===== src/rtl/intellight_cu_pkg.sv =====
// -----------------------------------------------------------------------------
// intellight_cu_pkg
// Shared definitions for the Intellight Q-learning accelerator:
//   - state_e   : 5-bit control-unit state codes (L0..L14 = 0..14, IDLE = 15,
//                 INIT = 16, DONE = 17). Codes 18..31 are unused.
//   - LFSR_TAP  : feedback mask of the 16-bit right-shifting Galois LFSR.
//   - NUM_L_STATES : length of the per-step learning pipeline.
// -----------------------------------------------------------------------------
package intellight_cu_pkg;

    typedef enum logic [4:0] {
        ST_L0   = 5'd0,
        ST_L1   = 5'd1,
        ST_L2   = 5'd2,
        ST_L3   = 5'd3,
        ST_L4   = 5'd4,
        ST_L5   = 5'd5,
        ST_L6   = 5'd6,
        ST_L7   = 5'd7,
        ST_L8   = 5'd8,
        ST_L9   = 5'd9,
        ST_L10  = 5'd10,
        ST_L11  = 5'd11,
        ST_L12  = 5'd12,
        ST_L13  = 5'd13,
        ST_L14  = 5'd14,
        ST_IDLE = 5'd15,
        ST_INIT = 5'd16,
        ST_DONE = 5'd17
    } state_e;

    localparam logic [15:0] LFSR_TAP     = 16'hB400;
    localparam int          NUM_L_STATES = 15;

endpackage


===== src/rtl/intellight_cu_lfsr16.sv =====
// -----------------------------------------------------------------------------
// lfsr16
// Right-shifting Galois LFSR used for epsilon-greedy exploration.
//   clk     in  clock, rising edge
//   rst     in  asynchronous active-low reset (register resets to 1)
//   load_i  in  load seed_i (a zero seed is replaced by 1 so the LFSR can
//               never lock up in the all-zero state)
//   en_i    in  advance one shift
//   seed_i  in  WIDTH  seed value
//   next_o  out WIDTH  value the register takes on the next enabled shift
// -----------------------------------------------------------------------------
module lfsr16
    import intellight_cu_pkg::*;
#(
    parameter int               WIDTH = 16,
    parameter logic [WIDTH-1:0] TAP   = LFSR_TAP
) (
    input  logic             clk,
    input  logic             rst,
    input  logic             load_i,
    input  logic             en_i,
    input  logic [WIDTH-1:0] seed_i,
    output logic [WIDTH-1:0] next_o
);

    localparam logic [WIDTH-1:0] ONE = {{(WIDTH-1){1'b0}}, 1'b1};

    logic [WIDTH-1:0] lfsr_q;
    logic [WIDTH-1:0] lfsr_d;

    // Galois form: shift right, fold the tap mask in when a 1 falls out.
    assign next_o = lfsr_q[0] ? ((lfsr_q >> 1) ^ TAP) : (lfsr_q >> 1);

    always_comb begin
        lfsr_d = lfsr_q;
        if (load_i) begin
            lfsr_d = (seed_i == '0) ? ONE : seed_i;
        end else if (en_i) begin
            lfsr_d = next_o;
        end
    end

    always_ff @(posedge clk or negedge rst) begin
        if (!rst) begin
            lfsr_q <= ONE;
        end else begin
            lfsr_q <= lfsr_d;
        end
    end

endmodule


===== src/rtl/intellight_cu.sv =====
// -----------------------------------------------------------------------------
// intellight_cu
// Control unit of the Intellight Q-learning accelerator. Sequences
// epsilon-greedy training as an episode loop around a step loop, each step
// being the fixed 15-state pipeline L0..L14.
//   clk            in  clock, rising edge
//   rst            in  asynchronous active-low reset
//   run            in  level start request (only sampled in IDLE and DONE)
//   mode           in  0 = train, 1 = inference (latched in INIT)
//   max_step       in  steps per episode (latched in INIT, 0 treated as 1)
//   max_episode    in  episodes (latched in INIT, 0 treated as 1)
//   seed           in  LFSR seed (latched in INIT, 0 treated as 1)
//   A_sel          out 1 = random action, 0 = greedy action
//   wen            out Q-table write enable, one cycle in L12 (train only)
//   finish         out high in DONE
//   idle           out high in IDLE
//   debug_step     out current step counter
//   debug_episode  out current episode counter
//   debug_epsilon  out current exploration rate
//   debug_cs       out current state code
//   debug_ns       out next state code (combinational)
// CTR_WIDTH must equal RND_WIDTH: the LFSR value is compared directly
// against epsilon.
// -----------------------------------------------------------------------------
module intellight_cu
    import intellight_cu_pkg::*;
#(
    parameter int                   RND_WIDTH = 16,
    parameter int                   CTR_WIDTH = 16,
    parameter logic [CTR_WIDTH-1:0] EPS_INIT  = 16'hFFFF,
    parameter logic [CTR_WIDTH-1:0] EPS_DEC   = 16'd655
) (
    input  logic                 clk,
    input  logic                 rst,
    input  logic                 run,
    input  logic                 mode,
    input  logic [CTR_WIDTH-1:0] max_step,
    input  logic [CTR_WIDTH-1:0] max_episode,
    input  logic [RND_WIDTH-1:0] seed,
    output logic                 A_sel,
    output logic                 wen,
    output logic                 finish,
    output logic                 idle,
    output logic [CTR_WIDTH-1:0] debug_step,
    output logic [CTR_WIDTH-1:0] debug_episode,
    output logic [CTR_WIDTH-1:0] debug_epsilon,
    output logic [4:0]           debug_cs,
    output logic [4:0]           debug_ns
);

    localparam logic [CTR_WIDTH-1:0] ONE = {{(CTR_WIDTH-1){1'b0}}, 1'b1};

    state_e                 cs_q;
    state_e                 ns_d;
    logic [CTR_WIDTH-1:0]   step_q;
    logic [CTR_WIDTH-1:0]   episode_q;
    logic [CTR_WIDTH-1:0]   eps_q;
    logic [CTR_WIDTH-1:0]   max_step_q;
    logic [CTR_WIDTH-1:0]   max_episode_q;
    logic                   mode_q;
    logic                   a_sel_q;
    logic                   wen_q;
    logic                   finish_q;
    logic                   idle_q;
    logic [RND_WIDTH-1:0]   lfsr_next;
    logic                   step_last;
    logic                   episode_last;

    // The LFSR is reloaded in INIT and shifted once per step in L0; the
    // shifted value is what the exploration decision compares against.
    lfsr16 #(
        .WIDTH (RND_WIDTH)
    ) u_lfsr (
        .clk    (clk),
        .rst    (rst),
        .load_i (cs_q == ST_INIT),
        .en_i   (cs_q == ST_L0),
        .seed_i (seed),
        .next_o (lfsr_next)
    );

    // Latched limits are never 0, so "limit - 1" cannot underflow.
    assign step_last    = !(step_q    < (max_step_q    - ONE));
    assign episode_last = !(episode_q < (max_episode_q - ONE));

    always_comb begin
        ns_d = ST_IDLE;
        case (cs_q)
            ST_IDLE: ns_d = run ? ST_INIT : ST_IDLE;
            ST_INIT: ns_d = ST_L0;
            ST_L14:  ns_d = (step_last && episode_last) ? ST_DONE : ST_L0;
            ST_DONE: ns_d = run ? ST_DONE : ST_IDLE;
            default: begin
                // L0..L13 walk forward; unused codes 18..31 fall back to IDLE.
                if (cs_q < ST_L14) begin
                    ns_d = state_e'(cs_q + 5'd1);
                end
            end
        endcase
    end

    always_ff @(posedge clk or negedge rst) begin
        if (!rst) begin
            cs_q          <= ST_IDLE;
            step_q        <= '0;
            episode_q     <= '0;
            eps_q         <= EPS_INIT;
            max_step_q    <= ONE;
            max_episode_q <= ONE;
            mode_q        <= 1'b0;
            a_sel_q       <= 1'b0;
            wen_q         <= 1'b0;
            finish_q      <= 1'b0;
            idle_q        <= 1'b1;
        end else begin
            cs_q     <= ns_d;
            // Moore outputs are registered from the next state so they line
            // up exactly with the state they belong to.
            idle_q   <= (ns_d == ST_IDLE);
            finish_q <= (ns_d == ST_DONE);
            wen_q    <= (ns_d == ST_L12) && !mode_q;

            case (cs_q)
                ST_INIT: begin
                    step_q        <= '0;
                    episode_q     <= '0;
                    eps_q         <= EPS_INIT;
                    mode_q        <= mode;
                    max_step_q    <= (max_step    == '0) ? ONE : max_step;
                    max_episode_q <= (max_episode == '0) ? ONE : max_episode;
                    a_sel_q       <= 1'b0;
                end
                ST_L0: begin
                    a_sel_q <= !mode_q && (lfsr_next < eps_q);
                end
                ST_L14: begin
                    if (!step_last) begin
                        step_q <= step_q + ONE;
                    end else begin
                        step_q <= '0;
                        if (!episode_last) begin
                            episode_q <= episode_q + ONE;
                            // Saturating decay; inference keeps epsilon fixed.
                            if (!mode_q) begin
                                eps_q <= (eps_q > EPS_DEC) ? (eps_q - EPS_DEC) : '0;
                            end
                        end else begin
                            a_sel_q <= 1'b0;
                        end
                    end
                end
                default: ;
            endcase
        end
    end

    assign A_sel         = a_sel_q;
    assign wen           = wen_q;
    assign finish        = finish_q;
    assign idle          = idle_q;
    assign debug_step    = step_q;
    assign debug_episode = episode_q;
    assign debug_epsilon = eps_q;
    assign debug_cs      = cs_q;
    assign debug_ns      = ns_d;

endmodule


===== config.mk =====
export PLATFORM = sky130hd
export DESIGN_NAME = intellight_cu
export DESIGN_NICKNAME = d
export VERILOG_FILES = /design/src/rtl/intellight_cu_pkg.sv /design/src/rtl/intellight_cu_lfsr16.sv /design/src/rtl/intellight_cu.sv
export SDC_FILE = /design/constraint.sdc
export NUM_CORES = 1
export LEC_CHECK = 0
export BUFFER_PORTS_ARGS = -buffer_cell sky130_fd_sc_hd__buf_2
export CORE_UTILIZATION = 57
export DETAILED_ROUTE_END_ITERATION = 6
export PLACE_DENSITY = 0.81
export SYNTH_ARGS = -nofsm -noshare
export SYNTH_HDL_FRONTEND = slang
export SYNTH_SLANG_ARGS = --single-unit
export TNS_END_PERCENT = 30

===== constraint.sdc =====
create_clock -name clk -period 4.2 [get_ports clk]
set_input_delay 0.21 -clock clk [delete_from_list [all_inputs] [get_ports clk]]
set_output_delay 0.21 -clock clk [all_outputs]
set_load 0.02 [all_outputs]

==> run metrics <==
clk_skew 0.00995 ns; Row Count 39; #FFs+latches synth 106; GR peak layer met2; total grt overflow 0; fin crit period ~4.0 ns; CP Class flop to primary output; Worst Setup End Kind primary output; first-pass GRT wire length slightly below 30,000 um; failing checks design-rule violations; fin. max-slew vios 0; H-tree depth 3; Antenna diodes 0; CP required around 4.0 ns; status finished with violations; largest net degree at the start of global routing 81; IO Port Bufs around 110; drt drc 10; synth warn 0; switching share of power ~43%; met1 Use GR 37.2%; Net Count, Synth 873; Layout Nets 984; final hold vios 0; CTS tree yes; core area 11,500 um2; fillcell total 876; count of cell types in the netlist 62; final cell count without fillers around 1,000; P_leak roughly 3.7 nW; Finish-stage setup viols 0; PnR worst setup slack about 0.17 ns; Horiz. Die Dim around 110 um; CP max FO 3; I/O pin cnt ~110; post-route cell area 8060 um2; setup_tns 0 ns; DP Area ~7500 um2; initial antenna violation count 0; clock latency on the worst-skew pair 0.36 ns; TritonRoute pass-1 iters 7; Worst Path Arrival around 3.8 ns; Clock Tree Buf Depth 2; power density over the cells approximately 620 nW/um2; worst setup path startpoint max_episode_q[4]; min-delay worst type input port to asynchronous set/reset pin; routing usage on met3 3.72%; cts bufs inserted 9; vias in the first global route 6,132; gpl congestion 0.884; syn_area_per_cell 8.86 um2; Worst setup SP type flop; Initial Util 58.9%; net switching power of the design 2.15 mW; Global Route Usage Sum 28.7%; cells after synthesis roughly 770; worst-margin pin slew about 1.1 ns; Core Util, Final 69.9%; M2 GR Usage 48.6%; Gate power share 43.7%; die area 12,300 um2; total power ~5.0 mW; Max Fclk roughly 250 MHz; Period Utilization, post-route 95.9%; Hold WS around 0.009 ns; Slew headroom 28.0%; DP HPWL approximately 12,000 um; EDFF count, synth 0; Seq/Total Area, Yosys between 30% and 40%; layout cell share with drive strength beyond 1 about a quarter; Post-DRT Antenna Nets 0; worst r2r src max_episode_q[4]; Int Pwr 2.82 mW; Clock Sinks 106; sequential fraction of design power 37.9%; main flop type after synthesis dfrtp_1; Post-CTS Hold Fix Bufs 0; Detailed Route Iter0 Violations roughly 470; Vias slightly above 6,000; final WL 17,400 um; P&R area growth vs syn 18.7%; Clock power frac 18.4%; DR WL/cell roughly 17 um; synthesized area 6780 um2; vias per cell 6.04; clock slew at reported path FFs 0.07 ns; dpl ws -0.000592 ns; FFs w/ async S/R, synth 100%; clock root buffer clkbuf_16; max-cap viol count 0; Die H 111 um; Peak supply drop 0.365 mV; Inst Count DP 1,002
[final timing paths]
path,end,slack (ns),cells past startpoint
hold / removal,debug_step[6],0.009,1
max in group asynchronous,max_step_q[0],3.25,2
setup reg to reg,debug_episode[0],0.25,15
min in group clk,max_episode_q[11],0.06,3
setup / recovery,debug_ns[4],0.17,15
hold reg to reg,max_step_q[15],0.51,2
[worst max-delay path, cell delays in order, from the launching register on]
cell	delay, ns
dfrtp_1	0.43
nor3_2	0.21
nand2b_1	0.12
or4_4	0.44
nor2_2	0.14
nand2_2	0.13
nor3_4	0.20
xnor2_1	0.08
ha_1	0.32
nand4_1	0.13
or4_4	0.57
o21ai_2	0.16
and2_4	0.22
a221oi_4	0.05
inv_2	0.09
buf_2	0.16
[Yosys cell counts, types with 19 or more instances]
library cell | count | area share (%)
nor2_1 | 48 | 2.7
dfstp_2 | 24 | 9.3
nor4_1 | 20 | 1.8
nor3_1 | 22 | 1.6
clkbuf_1 | 19 | 1.1
a21oi_1 | 27 | 2.0
xnor2_1 | 35 | 4.5
nand2_1 | 158 | 8.7
ha_1 | 55 | 10
inv_1 | 29 | 1.6
dfrtp_1 | 82 | 30
o21ai_0 | 68 | 5.0
[per-layer routing]
layer  share of wire, %  routed length (um)
met5                  0                   0
met2                 49                8590
met4                2.7                 469
met3                4.7                 825
met1                 43                7510
[layout make-up]
type	instances	area (um2)	area share [%]
tap	143	179	2.22
clock buffer	10	239	2.97
sequential	106	2680	33.3
multi-input combinational	601	4070	50.5
clock inverter	6	80.1	0.994
inverter	30	113	1.40
timing repair buffer	129	694	8.62
[logic make-up after synthesis]
kind of cell,Yosys count,synth area share (%)
flops,106,39.5
simple gates,329,24.1
mux,15,2.21
fa+ha+maj,55,10.1
compound gates,155,14.1
buf+inv,59,3.93
xor+xnor,47,6.07
[what timing repair did]
item	CTS	global route
pin swaps	0	8
resized for setup	6	39
setup endpoints to repair	3	37
setup buffers	0	7
[cell usage in the layout (no fill, tap or decap), types with 14 or more instances in the layout]
cell type / count
nor4_1: 16
a21oi_1: 26
xnor2_1: 35
dfrtp_1: 82
inv_1: 27
a31oi_1: 14
buf_4: 17
dfstp_2: 24
ha_1: 55
nand2_1: 156
buf_2: 111
nor3_1: 18
mux2i_1: 15
nor2_1: 47
nand3_1: 15
o21ai_0: 66
[registers in the layout, indices dropped and copies added (netlist names)]
signal	count
debug_episode	16
debug_epsilon	16
debug_step	16
max_episode_q	16
max_step_q	16
u_lfsr.lfsr_q	16
debug_cs	5
A_sel	1
finish	1
idle	1
mode_q	1
wen	1
[power by group through the flow]
stage / logic (mW) / registers [mW] / clock network, mW
3_5_place_dp: 2.05 / 1.87 / 0
2_1_floorplan: 1.43 / 1.86 / 0
4_1_cts: 2.08 / 1.86 / 0.923
3_3_place_gp: 1.96 / 1.85 / 0
5_1_grt: 2.45 / 1.93 / 0.964
6_report: 2.17 / 1.88 / 0.914
Note: power is estimated with default switching activity, not from simulation.
